**src/rtl/id_ex_stage_pkg.sv**
```systemverilog
// Shared decode encodings and the ID->EX control bundle for the 5-stage core.
// Latency: n/a (types, constants and helper only).
// Backpressure: n/a.
package id_ex_stage_pkg;

    // result_sel: which value the writeback mux returns.
    typedef enum logic [1:0] {
        RES_ALU  = 2'd0,
        RES_LOAD = 2'd1,
        RES_PC4  = 2'd2,
        RES_IMM  = 2'd3
    } result_sel_e;

    // alu_sel_rs1 / alu_sel_rs2: ALU operand source.
    typedef enum logic [1:0] {
        ALU_SRC_REG  = 2'd0,
        ALU_SRC_PC   = 2'd1,
        ALU_SRC_IMM  = 2'd2,
        ALU_SRC_ZERO = 2'd3
    } alu_sel_e;

    // alu_ctrl: ALU operation.
    typedef enum logic [3:0] {
        ALU_ADD  = 4'd0,
        ALU_SUB  = 4'd1,
        ALU_AND  = 4'd2,
        ALU_OR   = 4'd3,
        ALU_XOR  = 4'd4,
        ALU_SLL  = 4'd5,
        ALU_SRL  = 4'd6,
        ALU_SRA  = 4'd7,
        ALU_SLT  = 4'd8,
        ALU_SLTU = 4'd9
    } alu_ctrl_e;

    // result_sel value that marks an instruction as a load.
    localparam logic [1:0] LOAD_RESULT_SEL_DEF = RES_LOAD;

    typedef struct packed {
        logic       valid;
        logic       reg_write;
        logic       mem_write;
        logic       uncond_jump;
        logic       meet_branch;
        logic       pc_jal_sel;
        logic [1:0] result_sel;
        logic [1:0] alu_sel_rs1;
        logic [1:0] alu_sel_rs2;
        logic [3:0] alu_ctrl;
    } ctrl_t;

    // A bubble only needs the architecturally visible side effects killed;
    // the other fields are don't-care downstream and pass through unchanged.
    function automatic ctrl_t make_bubble(input ctrl_t c);
        ctrl_t b;
        b             = c;
        b.valid       = 1'b0;
        b.reg_write   = 1'b0;
        b.mem_write   = 1'b0;
        b.uncond_jump = 1'b0;
        b.meet_branch = 1'b0;
        return b;
    endfunction

endpackage

```
**src/rtl/id_ex_stage_load_use_detect.sv**
```systemverilog
// Load-use hazard detector: EX holds a load whose rd is read by the ID instruction.
// Latency: combinational.
// Backpressure: none; the result drives the stall/bubble decision in id_ex_stage.
// Ports: valid_ex_i/result_sel_ex_i/rd_ex_i (EX instruction), valid_id_i/rs1_id_i/rs2_id_i
//        (ID instruction), lu_o (hazard present).
module id_ex_stage_load_use_detect #(
    parameter logic [1:0] LOAD_RESULT_SEL = 2'd1
) (
    input  logic       valid_ex_i,
    input  logic [1:0] result_sel_ex_i,
    input  logic [4:0] rd_ex_i,
    input  logic       valid_id_i,
    input  logic [4:0] rs1_id_i,
    input  logic [4:0] rs2_id_i,
    output logic       lu_o
);

    logic ex_is_load;
    logic rs_match;

    assign ex_is_load = valid_ex_i && (result_sel_ex_i == LOAD_RESULT_SEL) && (rd_ex_i != 5'd0);
    // rs fields are compared whether or not the opcode reads them; an occasional
    // unnecessary stall is harmless, a missed one is not.
    assign rs_match   = (rd_ex_i == rs1_id_i) || (rd_ex_i == rs2_id_i);
    assign lu_o       = ex_is_load && valid_id_i && rs_match;

endmodule

```
**src/rtl/id_ex_stage.sv**
```systemverilog
// ID->EX pipeline register with load-use bubble insertion and EX-flush.
// Latency: 1 cycle ID->EX; stall_IF/stall_ID are combinational.
// Backpressure: stall_ext holds all EX state; flush_EX overrides it; load-use holds IF/ID one cycle.
// Ports: *_ID decode inputs, flush_EX, stall_ext -> *_EX registered copies (valid_EX),
//        stall_IF/stall_ID, bubble_cnt/flush_cnt perf counters.
// Build option: PERF_CNT_EN enables the perf counters; otherwise they read 0.
module id_ex_stage
    import id_ex_stage_pkg::*;
#(
    parameter int         XLEN            = 32,
    parameter logic [1:0] LOAD_RESULT_SEL = LOAD_RESULT_SEL_DEF
) (
    input  logic            clk,
    input  logic            rst,
    input  logic            valid_ID,
    input  logic            reg_write_ID,
    input  logic            mem_write_ID,
    input  logic            uncond_jump_ID,
    input  logic            meet_branch_ID,
    input  logic            pc_jal_sel_ID,
    input  logic [1:0]      result_sel_ID,
    input  logic [1:0]      alu_sel_rs1_ID,
    input  logic [1:0]      alu_sel_rs2_ID,
    input  logic [3:0]      alu_ctrl_ID,
    input  logic [XLEN-1:0] rd1_ID,
    input  logic [XLEN-1:0] rd2_ID,
    input  logic [XLEN-1:0] pc_ID,
    input  logic [XLEN-1:0] pc_plus4_ID,
    input  logic [XLEN-1:0] imm_ext_ID,
    input  logic [4:0]      rs1_ID,
    input  logic [4:0]      rs2_ID,
    input  logic [4:0]      rd_ID,
    input  logic [2:0]      funct3_ID,
    input  logic            flush_EX,
    input  logic            stall_ext,
    output logic            valid_EX,
    output logic            reg_write_EX,
    output logic            mem_write_EX,
    output logic            uncond_jump_EX,
    output logic            meet_branch_EX,
    output logic            pc_jal_sel_EX,
    output logic [1:0]      result_sel_EX,
    output logic [1:0]      alu_sel_rs1_EX,
    output logic [1:0]      alu_sel_rs2_EX,
    output logic [3:0]      alu_ctrl_EX,
    output logic [XLEN-1:0] rd1_EX,
    output logic [XLEN-1:0] rd2_EX,
    output logic [XLEN-1:0] pc_EX,
    output logic [XLEN-1:0] pc_plus4_EX,
    output logic [XLEN-1:0] imm_ext_EX,
    output logic [4:0]      rs1_EX,
    output logic [4:0]      rs2_EX,
    output logic [4:0]      rd_EX,
    output logic [2:0]      funct3_EX,
    output logic            stall_IF,
    output logic            stall_ID,
    output logic [31:0]     bubble_cnt,
    output logic [31:0]     flush_cnt
);

    typedef struct packed {
        logic [XLEN-1:0] rd1;
        logic [XLEN-1:0] rd2;
        logic [XLEN-1:0] pc;
        logic [XLEN-1:0] pc_plus4;
        logic [XLEN-1:0] imm_ext;
        logic [4:0]      rs1;
        logic [4:0]      rs2;
        logic [4:0]      rd;
        logic [2:0]      funct3;
    } data_t;

    ctrl_t ctrl_id, ctrl_q, ctrl_d;
    data_t data_id, data_q, data_d;
    logic  lu;
    logic  load_en;
    logic  bubble;

    assign ctrl_id = '{
        valid:       valid_ID,
        reg_write:   reg_write_ID,
        mem_write:   mem_write_ID,
        uncond_jump: uncond_jump_ID,
        meet_branch: meet_branch_ID,
        pc_jal_sel:  pc_jal_sel_ID,
        result_sel:  result_sel_ID,
        alu_sel_rs1: alu_sel_rs1_ID,
        alu_sel_rs2: alu_sel_rs2_ID,
        alu_ctrl:    alu_ctrl_ID
    };

    assign data_id = '{
        rd1:      rd1_ID,
        rd2:      rd2_ID,
        pc:       pc_ID,
        pc_plus4: pc_plus4_ID,
        imm_ext:  imm_ext_ID,
        rs1:      rs1_ID,
        rs2:      rs2_ID,
        rd:       rd_ID,
        funct3:   funct3_ID
    };

    id_ex_stage_load_use_detect #(
        .LOAD_RESULT_SEL (LOAD_RESULT_SEL)
    ) u_load_use_detect (
        .valid_ex_i      (ctrl_q.valid),
        .result_sel_ex_i (ctrl_q.result_sel),
        .rd_ex_i         (data_q.rd),
        .valid_id_i      (valid_ID),
        .rs1_id_i        (rs1_ID),
        .rs2_id_i        (rs2_ID),
        .lu_o            (lu)
    );

    // A flush squashes the load in EX, so any load-use it would cause is moot.
    assign stall_IF = (lu && !flush_EX) || stall_ext;
    assign stall_ID = stall_IF;

    // Flush beats the downstream hold: the squashed instruction must not survive.
    assign load_en = flush_EX || !stall_ext;
    assign bubble  = flush_EX || lu;

    always_comb begin
        ctrl_d = ctrl_q;
        data_d = data_q;
        if (load_en) begin
            ctrl_d = bubble ? make_bubble(ctrl_id) : ctrl_id;
            data_d = data_id;
        end
    end

    always_ff @(posedge clk) begin
        if (rst) begin
            ctrl_q <= '0;
            data_q <= '0;
        end else begin
            ctrl_q <= ctrl_d;
            data_q <= data_d;
        end
    end

    assign valid_EX       = ctrl_q.valid;
    assign reg_write_EX   = ctrl_q.reg_write;
    assign mem_write_EX   = ctrl_q.mem_write;
    assign uncond_jump_EX = ctrl_q.uncond_jump;
    assign meet_branch_EX = ctrl_q.meet_branch;
    assign pc_jal_sel_EX  = ctrl_q.pc_jal_sel;
    assign result_sel_EX  = ctrl_q.result_sel;
    assign alu_sel_rs1_EX = ctrl_q.alu_sel_rs1;
    assign alu_sel_rs2_EX = ctrl_q.alu_sel_rs2;
    assign alu_ctrl_EX    = ctrl_q.alu_ctrl;
    assign rd1_EX         = data_q.rd1;
    assign rd2_EX         = data_q.rd2;
    assign pc_EX          = data_q.pc;
    assign pc_plus4_EX    = data_q.pc_plus4;
    assign imm_ext_EX     = data_q.imm_ext;
    assign rs1_EX         = data_q.rs1;
    assign rs2_EX         = data_q.rs2;
    assign rd_EX          = data_q.rd;
    assign funct3_EX      = data_q.funct3;

`ifdef PERF_CNT_EN
    logic [31:0] bubble_cnt_q;
    logic [31:0] flush_cnt_q;

    // bubble_cnt only counts load-use bubbles; a flush bubble or a held edge is not one.
    always_ff @(posedge clk) begin
        if (rst) begin
            bubble_cnt_q <= '0;
            flush_cnt_q  <= '0;
        end else begin
            if (!flush_EX && !stall_ext && lu) begin
                bubble_cnt_q <= bubble_cnt_q + 32'd1;
            end
            if (flush_EX) begin
                flush_cnt_q <= flush_cnt_q + 32'd1;
            end
        end
    end

    assign bubble_cnt = bubble_cnt_q;
    assign flush_cnt  = flush_cnt_q;
`else
    assign bubble_cnt = '0;
    assign flush_cnt  = '0;
`endif

endmodule

```
**config.mk**
```make
export PLATFORM = sky130hd
export DESIGN_NAME = id_ex_stage
export DESIGN_NICKNAME = d
export VERILOG_FILES = /design/src/rtl/id_ex_stage_pkg.sv /design/src/rtl/id_ex_stage_load_use_detect.sv /design/src/rtl/id_ex_stage.sv
export SDC_FILE = /design/constraint.sdc
export NUM_CORES = 1
export LEC_CHECK = 0
export CORE_AREA = 2 2 177 179
export DETAILED_ROUTE_END_ITERATION = 16
export DIE_AREA = 0 0 179 181
export GPL_ROUTABILITY_DRIVEN = 0
export PLACE_DENSITY_LB_ADDON = 0.2
export SYNTH_ARGS = -nofsm -noshare
export SYNTH_HDL_FRONTEND = slang
export SYNTH_HIERARCHICAL = 1
export SYNTH_SLANG_ARGS = --single-unit
```
**constraint.sdc**
```tcl
create_clock -name clk -period 2.2 [get_ports clk]
set_input_delay 0.55 -clock clk [delete_from_list [all_inputs] [get_ports clk]]
set_output_delay 0.55 -clock clk [all_outputs]
set_load 0.05 [all_outputs]
```
==> metrics.csv, run 1 <==
metric,value,unit
synth-seq-cells,194,
period_share,115,%
synth_top_area_share,52.9,%
violations,negative setup slack,
n_antenna_cell,0,
die_y,181,um
grt_pass1_wl,38500,um
setup_viol,2,
hold_buffers,0,
path_clk_slew,0.07,ns
die-area,32400,um^2
p_leak,5.76,nW
vias,7104,
critPathArrivalTime,1.97,ns
track_usage,15.3,%
viasPerCell,4.14,
rrSetupSlack,0.31,ns
drtIter0Drc,236,
ir_drop,0.000396,V
cts_max_path_buffers,2,
wl_met1,10600,um
startpoint,rs2_ID[3],
reg2reg_depth,10,
worstMarginPinSlew,0.572,ns
regArea,3890,um^2
portBuffers,393,
slew_headroom,61.8,%
ys_seq_area_share,52.9,%
synthTopCellsByCount,"nand2_1, dfxtp_1, a21oi_1",
initial_core_util,24.2,%
wirelength,25600,um
wl_met2,12600,um
critPathCaptureType,output pin,
cap_violations,0,
ant_nets,0,
drtPass1Iterations,7,
finalClockSkew,0.00324,ns
cts_sinks,194,
fmax,397,MHz
worstSetupPathType,primary input to output pin,
wire_per_inst,14.9,um
syn2layout_area_growth,68.3,%
ys_warn_count,6,
met3_length,1920,um
cts_buffers,17,
synth_area_per_cell,7.90,um^2
path_max_fanout,2,
start_kind,primary input,
outcome,"complete, but fails checks",
yosys-top-cells-area,"dfxtp_1, nand2_1, a21oi_1",
yosysMostFrequentCell,nand2_1,
postSynthCellCount,929,
synth_top_cell_by_area,dfxtp_1,
grt_max_degree,72,
cts_tree,yes,
die_x,179,um
crit_end,stall_ID,
clk_latency,0.43,ns
drv_slew,0,
num-nets-final,1506,
fin_crit,2.52,ns
layout-drive-gt1-share,6.52,%
nFillCells,3069,
setup_slack,-0.322,ns
rsz0062_at_grt,true,
io-pin-count,458,
overflow,0,
hp-start,rs2_ID[2],
syn_area,7340,um^2
critPathRequiredTime,1.65,ns
pre_cts_slack,-0.519,ns
final_util,40.7,%
antenna_found_initial,1,
place_hpwl,18400,um
top_layer,met5,
r2r-end,reg_write_EX$_SDFFE_PP0P_,
synthFlopType,dfxtp_1,
multi_input_area,2900,um^2
ys_async_sr_fraction,0,%
drc,0,
fp.coreArea,30300,um^2
hold_path_class,primary input to flip-flop,
cts-htree-levels,4,
p_per_area,744,nW/um^2
fp-row-count,64,
cts_root_buffer,clkbuf_16,
yosysUniqueCellTypes,21,
final-hold-violation-count,0,
rr_startpoint,rd_EX[0]$_SDFFE_PP0P_,
grt_pass1_vias,6720,
synth-edff-count,0,
per-layer routing:
metal | GRT usage (%) | up-vias
met5 | 0 | -
met4 | 4.81 | 2
met3 | 4.78 | 22
met2 | 25.7 | 251
met1 | 18.5 | 3235
li1 | - | 3594
cell families (layout without fill, tap and decap cells):
kind of cell	count (synthesis)	count (layout)	synth area share, %
compound gates	196	196	13.6
flops	194	194	52.9
simple gates	396	396	20.7
other cells	1	64	0.0511
buf+inv	132	460	11.5
xor+xnor	10	10	1.19
final cells by class:
type / instances / share of cell area, %
timing repair buffer: 428 / 36.5
sequential: 194 / 31.5
multi-input combinational: 666 / 23.5
tap: 396 / 4.01
clock buffer: 19 / 3.51
clock inverter: 12 / 0.892
inverter: 1 / 0.0304
power breakdown:
part / switching [W] / leakage (nW) / total [W] / internal [W]
Sequential: 0.000112 / 1.61 / 0.00384 / 0.00373
Clock: 0.00143 / 0.256 / 0.00299 / 0.00156
Combinational: 0.00150 / 3.90 / 0.00235 / 0.000849
how the worst min path moves through the flow:
stage                                       to  slack, ns  depth (start not counted)
global route            rs2_EX[2]$_SDFFE_PP0P_       0.42                          3
floorplan                rd_EX[4]$_SDFFE_PP0P_       0.59                          2
finish                  rs2_EX[2]$_SDFFE_PP0P_       0.44                          3
detailed placement  imm_ext_EX[9]$_SDFFE_PP0P_       0.44                          2
CTS                     pc_EX[12]$_SDFFE_PP0P_       0.45                          2
global placement       rd1_EX[19]$_SDFFE_PP0P_       0.44                          2
worst max-delay path, stage by stage:
cell and delay [ns]:
clkdlybuf4s50_1 0.51, xnor2_1 0.13, nand3_1 0.13, a221oi_4 0.32, a21o_4 0.19, buf_12 0.13
state kept, by name, indices dropped and copies added, names as in the netlist, 5 cells and up:
name	count
imm_ext_EX	32
pc_EX	32
pc_plus4_EX	32
rd1_EX	32
rd2_EX	32
rd_EX	5
rs1_EX	5
rs2_EX	5
metrics by stage:
stage / hold WS [ns] / instance area, um^2 / cells / power, W / TNS [ns]
2_1_floorplan: 0.588 / 7600 / 992 / 0.00541 / -0.135
3_3_place_gp: 0.437 / 11700 / 1683 / 0.00630 / -2.07
3_5_place_dp: 0.443 / 11700 / 1683 / 0.00630 / -1.96
4_1_cts: 0.452 / 12200 / 1715 / 0.00932 / -0.706
5_1_grt: 0.419 / 12300 / 1716 / 0.00960 / -0.740
6_report: 0.441 / 12300 / 1716 / 0.00918 / -0.643
repair_timing:
item                       4_1_cts  5_1_grt
buffers inserted                 1        1
gates resized for setup         23       58
setup endpoints to repair       18       53
pin swaps                        7        6
gates cloned                     0        0
layout by cell type, fill, tap and decap left out, types with 4 or more instances in the layout:
cell type        netlist  routed
nand2_1              378     378
dlymetal6s2s_1         0      54
a21oi_1              192     192
dfxtp_1              194     189
xor2_1                 6       6
clkbuf_16              0      17
buf_12                 0      18
buf_4                 77      25
clkinvlp_4             0       4
nor3_1                 8       6
dfxtp_2                0       4
clkdlybuf4s50_1        0     308
conb_1                 1      64
dlygate4sd2_1          0      22
(Power assumes the default switching activity.)
==> run 2: changes to the inputs <==
Settings changed: SLEW_MARGIN set to 20.
==> results of run 2 <==
Final layout, timing and power as in run 1 (identical DEF).
